`src/rtl/wb_port_arbiter.sv`:
```
// wb_port_arbiter
//   Shares the single register-file write port between the fast-path result
//   (requester A) and multi-cycle load returns (requester B). The winner is
//   registered onto the port one cycle after its handshake. A pending-load
//   scoreboard (busy) tracks outstanding loads so decode can stall on RAW
//   hazards.
//
//   Build option: WB_STARVE_GUARD_EN
//     defined   - a 4-bit starve counter forces A to win after STARVE_LIMIT
//                 consecutive lost arbitrations.
//     undefined - strict priority, B always wins when both are valid.
//
// Ports
//   clk, rst_n            clock (rising edge), asynchronous active-low reset
//   a_valid/a_rd/a_data   fast-path write request
//   a_ready               A accepted this cycle (combinational)
//   b_valid/b_rd/b_data   load-return write request
//   b_ready               B accepted this cycle (combinational)
//   wb_stall              freezes the port, no handshake completes
//   issue_valid/issue_rd  load issued this cycle and its destination
//   busy                  bit n set = load to xn outstanding
//   rf_we/rf_waddr/rf_wdata  registered register-file write port
module wb_port_arbiter #(
    parameter int unsigned XLEN         = 32,
    parameter int unsigned STARVE_LIMIT = 3
) (
    input  logic            clk,
    input  logic            rst_n,
    input  logic            a_valid,
    input  logic [4:0]      a_rd,
    input  logic [XLEN-1:0] a_data,
    output logic            a_ready,
    input  logic            b_valid,
    input  logic [4:0]      b_rd,
    input  logic [XLEN-1:0] b_data,
    output logic            b_ready,
    input  logic            wb_stall,
    input  logic            issue_valid,
    input  logic [4:0]      issue_rd,
    output logic [31:0]     busy,
    output logic            rf_we,
    output logic [4:0]      rf_waddr,
    output logic [XLEN-1:0] rf_wdata
);

    logic            force_a;
    logic            a_fire;
    logic            b_fire;
    logic            fire;
    logic [4:0]      win_rd;
    logic [XLEN-1:0] win_data;
    logic [31:0]     set_mask;
    logic [31:0]     clr_mask;
    logic [31:0]     busy_next;

`ifdef WB_STARVE_GUARD_EN
    logic [3:0] starve_cnt;

    assign force_a = (starve_cnt == 4'(STARVE_LIMIT));

    // Counts lost arbitrations only while A is actually waiting; any cycle
    // where A is absent or wins resets the run. Stall freezes the count.
    always_ff @(posedge clk or negedge rst_n) begin
        if (!rst_n) begin
            starve_cnt <= '0;
        end else if (!wb_stall) begin
            if (a_fire || !a_valid) begin
                starve_cnt <= '0;
            end else if (b_fire && (starve_cnt != 4'(STARVE_LIMIT))) begin
                starve_cnt <= starve_cnt + 4'd1;
            end
        end
    end
`else
    assign force_a = 1'b0;
`endif

    // Ready depends only on valids, stall and the counter, never on data.
    assign a_ready = !wb_stall && a_valid && (!b_valid || force_a);
    assign b_ready = !wb_stall && b_valid && !(a_valid && force_a);

    assign a_fire = a_valid && a_ready;
    assign b_fire = b_valid && b_ready;
    assign fire   = a_fire || b_fire;

    assign win_rd   = b_fire ? b_rd   : a_rd;
    assign win_data = b_fire ? b_data : a_data;

    // Writes to x0 complete the handshake but never assert the write enable.
    always_ff @(posedge clk or negedge rst_n) begin
        if (!rst_n) begin
            rf_we    <= 1'b0;
            rf_waddr <= '0;
            rf_wdata <= '0;
        end else begin
            rf_we <= fire && (win_rd != 5'd0);
            if (fire) begin
                rf_waddr <= win_rd;
                rf_wdata <= win_data;
            end
        end
    end

    // Set is applied after clear so an issue and a return to the same rd in
    // one cycle leave the register marked busy.
    always_comb begin
        set_mask  = '0;
        clr_mask  = '0;
        if (issue_valid) begin
            set_mask = 32'd1 << issue_rd;
        end
        if (b_fire) begin
            clr_mask = 32'd1 << b_rd;
        end
        busy_next = ((busy & ~clr_mask) | set_mask) & ~32'd1;
    end

    always_ff @(posedge clk or negedge rst_n) begin
        if (!rst_n) begin
            busy <= '0;
        end else begin
            busy <= busy_next;
        end
    end

    a_one_ready: assert property (@(posedge clk) disable iff (!rst_n)
        !(a_ready && b_ready));

    a_limit_range: assert property (@(posedge clk)
        (STARVE_LIMIT >= 1) && (STARVE_LIMIT <= 15));

endmodule

```
`config.mk`:
```
export PLATFORM = sky130hd
export DESIGN_NAME = wb_port_arbiter
export DESIGN_NICKNAME = d
export VERILOG_FILES = /design/src/rtl/wb_port_arbiter.sv
export SDC_FILE = /design/constraint.sdc
export NUM_CORES = 1
export LEC_CHECK = 0
export ABC_CLOCK_PERIOD_IN_PS = 1800
export BUFFER_PORTS_ARGS = -buffer_cell sky130_fd_sc_hd__clkbuf_2
export CORE_ASPECT_RATIO = 0.7
export CORE_MARGIN = 5
export CORE_UTILIZATION = 46
export DETAILED_ROUTE_END_ITERATION = 10
export PLACE_DENSITY = 0.81
export SLEW_MARGIN = 20
export SYNTH_ARGS = -nofsm -noshare
export SYNTH_HDL_FRONTEND = slang
export SYNTH_SLANG_ARGS = --single-unit
export TNS_END_PERCENT = 1
```
`constraint.sdc`:
```
create_clock -name clk -period 1.8 [get_ports clk]
set_input_delay 0.54 -clock clk [delete_from_list [all_inputs] [get_ports clk]]
set_output_delay 0.54 -clock clk [all_outputs]
set_load 0.02 [all_outputs]
```
After elaboration in Yosys (flattened, before gate mapping)
Index checks and enable logic that the tools add are counted.
{"block": "op_classes", "shift": 2, "n_mux": 4, "n_bitwise": 3, "n_reduce_logical": 10}
{"op": "$mux 32", "count": 3}
{"op": "$shl 1x5->32 const A", "count": 2}
{"op": "$and 32x32->32", "count": 1}
{"op": "$not 32->32", "count": 1}
{"op": "$or 32x32->32", "count": 1}
{"op": "$logic_and 1x1->1", "count": 6}
{"op": "$mux 5", "count": 1}
{"op": "$reduce_bool 5->1", "count": 1}
{"op": "$logic_not 1->1", "count": 2}
{"op": "$logic_or 1x1->1", "count": 1}
{"block": "totals", "reg_bits": 69, "output_inout_bits": 72, "elab_cells": 23}

Depth between registers and ports, before layout
{"block": "logic_depth", "depth_word": 7, "depth_mapped": 5}

Least setup slack after synthesis
OpenSTA, ideal clock, no wires.
{"block": "synth_path", "path_kind": "input -> output", "startpoint": "in a_valid", "endpoint": "out a_ready", "arrival_time_ps": 1354, "path_slack_ps": -94, "path_stages": 4, "cell_sequence": "nor2b_1 -> buf_2 -> buf_2 -> nor2b_1"}
{"block": "synth_via", "elab_chain_len": 2}
{"element": "from (decl)", "line": "29", "text": "input logic a_valid,"}
{"element": "$logic_and 1x1->1 (2 in series)", "line": "79", "text": "assign a_ready = !wb_stall && a_valid && (!b_valid || force_a);"}
{"element": "to (decl)", "line": "32", "text": "output logic a_ready,"}
No other way between the ends.

Worst setup path in the final report
{"block": "layout_path", "startpoint": "in b_valid", "endpoint": "out b_ready"}
{"block": "layout_via", "elab_chain_len": 1}
{"element": "from (decl)", "line": "33", "text": "input logic b_valid,"}
{"element": "$logic_and 1x1->1", "line": "80", "text": "assign b_ready = !wb_stall && b_valid && !(a_valid && force_a);"}
{"element": "to (decl)", "line": "36", "text": "output logic b_ready,"}
No other way between the ends.

==> run metrics <==
port bufs 155; Worst setup SP type input port; static leakage 2.07 nW; r2r setup slk 1.08 ns; core footprint 0.00666 mm²; Yosys top cell by area dfrtp_1; Vias 3112; Post-CTS Repair Setup Buffers 0; layout cells sized above 1 40.9%; post-synthesis cell count 314; Seq/Total Area, Yosys 55.4%; final critical-path required period 1.72 ns; worst-skew pair later-pin latency 0.34 ns; global route overflow 0; Synth cell types 31; CTS max path bufs 2; worst min path class in -> async; hold_buf cts 0; share of the synthesized area in the top cell type 55.4%; met2 WL post-DR 4.60 mm; Synth async-reset ratio 100%; Syn. warnings 0; first-pass GRT wire length 15.3 mm; antenna violations before repair 0; vias in the first global route 3110; vias per inst 5.43; final setup TNS 0 ns; site row count 25; gr usage total 23.1%; Sink Count 69; wire length on met1 4.13 mm; area of the mapped netlist 0.00312 mm²; status finished, final reports clean; critical path arrival 1.18 ns; Post-Layout Cell Count 573; Worst EP required 1.26 ns; gp weighted congestion 0.898; EDFF count, synth 0; die area 0.00855 mm²; Synth top cells by count 88 x o21ai_0, 69 x dfrtp_1, 43 x nand2_1, 36 x a22oi_1, 16 x buf_2; WS Path Type in -> out; Peak Freq 580 MHz; Clk pin slew, worst setup/hold paths 0.07 ns; Final Cycle Share 95.8%; RSZ-0062 raised after global routing false; drt pass-1 iters 4; largest net degree at the start of global routing 70; final WL 9.49 mm; clock root buffer clkbuf_8; Slew Viols, Final 0; Critical Path Sink Type output port; Ports 157; R2R Path Start busy[22]; total power density per cell area 1070 mW/mm²; Final Instance Area 0.00430 mm²; Final Skew 0 ns; dpl cell area 0.00407 mm²; top routing layer in use met4; NumNets Final 559; register bit count reported by yosys 69; main flop type after synthesis dfrtp_1; Post-DP HPWL 7.17 mm; final setup violation count 0; Max-cap violations 0; Synthesized Nets 399; Syn Area/Cell 9.93 µm²; Die Wd 108 µm; Avg WL per Cell 16.6 µm; Initial Utilization 46.8%; Antenna Nets Post-Route 0; worst reg2reg endpoint busy[22]; worst reg-to-reg path cell count 2; most common cell in the netlist o21ai_0; dpl cells 557; Num CTS Buffers 9; P&R area growth vs syn 37.9%; diode count 0; H-tree depth 3; CTS tree built; Peak VDD IR 0.605 mV; Fin. Hold Viols 0; wire length on met3 675 µm; Critical Path Fanout Max 9; DIE HEIGHT 78.9 µm; 1st-iter DRT viols 219; CTS resizes 0; Residual DRC 0; synth top area cells dfrtp_1 55%, o21ai_0 14%, a22oi_1 8.7%
final cells by class:
cell class,instances,area [µm²]
Timing Repair Buffer,175,951
Multi-Input combinational cell,219,1280
Sequential cell,69,1730
Clock inverter,4,70.1
Clock buffer,12,155
Tap cell,94,118
Fill cell,600,2360
critical path: stages:
cell,delay [ns]
clkbuf_2,0.18
nor2b_1,0.25
clkbuf_2,0.21
layout by cell type (no fill, tap or decap):
master	n
o41ai_1	2
or2_0	1
buf_2	1
or3_1	1
o21ai_0	88
o21ai_1	7
or4_1	1
nand3b_2	1
o21bai_2	1
nor3_1	1
or4b_1	4
bufinv_16	2
nor2b_4	1
buf_12	2
nor2_1	2
o41ai_2	2
nand3_1	4
dfrtp_1	69
a311oi_1	1
nand2_1	43
clkbuf_2	154
nor2b_2	1
nor2b_1	4
nor4_1	1
conb_1	1
nand4b_1	4
mux2i_1	1
nand4bb_1	4
nand3b_1	1
clkinv_2	2
buf_4	18
nand2b_1	2
nand4_1	2
or3b_1	2
clkbuf_1	1
a22oi_1	36
clkbuf_8	11
per-layer routing:
metal,track usage (%),up-vias
met4,6.68,0
met5,0,-
li1,-,1476
met1,30.5,1509
met2,36.9,121
met3,6.82,6
worst max-delay path by stage:
stage | depth (start not counted) | slack [ns] | from | end
6_report | 3 | 0.08 | b_valid | b_ready
2_1_floorplan | 4 | 0.05 | a_valid | a_ready
3_3_place_gp | 3 | 0.1 | b_valid | b_ready
5_1_grt | 4 | 0.03 | b_valid | a_ready
3_5_place_dp | 4 | 0.08 | wb_stall | busy[18]
4_1_cts | 4 | 0.08 | b_valid | a_ready
state kept, by name (all words and copies together) (netlist names):
register,count
rf_wdata,32
busy,31
rf_waddr,5
rf_we,1
report_power, final:
group | switching, mW | internal [mW] | total, mW
clock network | 0.568 | 0.852 | 1.42
logic | 0.786 | 0.436 | 1.22
registers | 0.152 | 1.82 | 1.97
kinds of logic after synthesis:
kind of cell,after synthesis,share of synthesized area [%]
compound gates,137,26.0
simple gates,80,14.1
flops,69,55.4
buf+inv,26,4.05
mux,1,0.321
other cells,1,0.120
through the flow:
stage	util [%]	power [mW]	setup WS (ns)	hold WS [ns]
2_1_floorplan	-	2.66	0.0476	0.244
3_3_place_gp	61.1	3.19	0.0962	0.462
3_5_place_dp	61.1	3.23	0.0769	0.469
4_1_cts	64.5	4.66	0.0754	0.215
5_1_grt	64.5	4.87	0.0301	0.216
6_report	64.5	4.62	0.0750	0.198
Note: power is estimated with default switching activity, not from simulation.
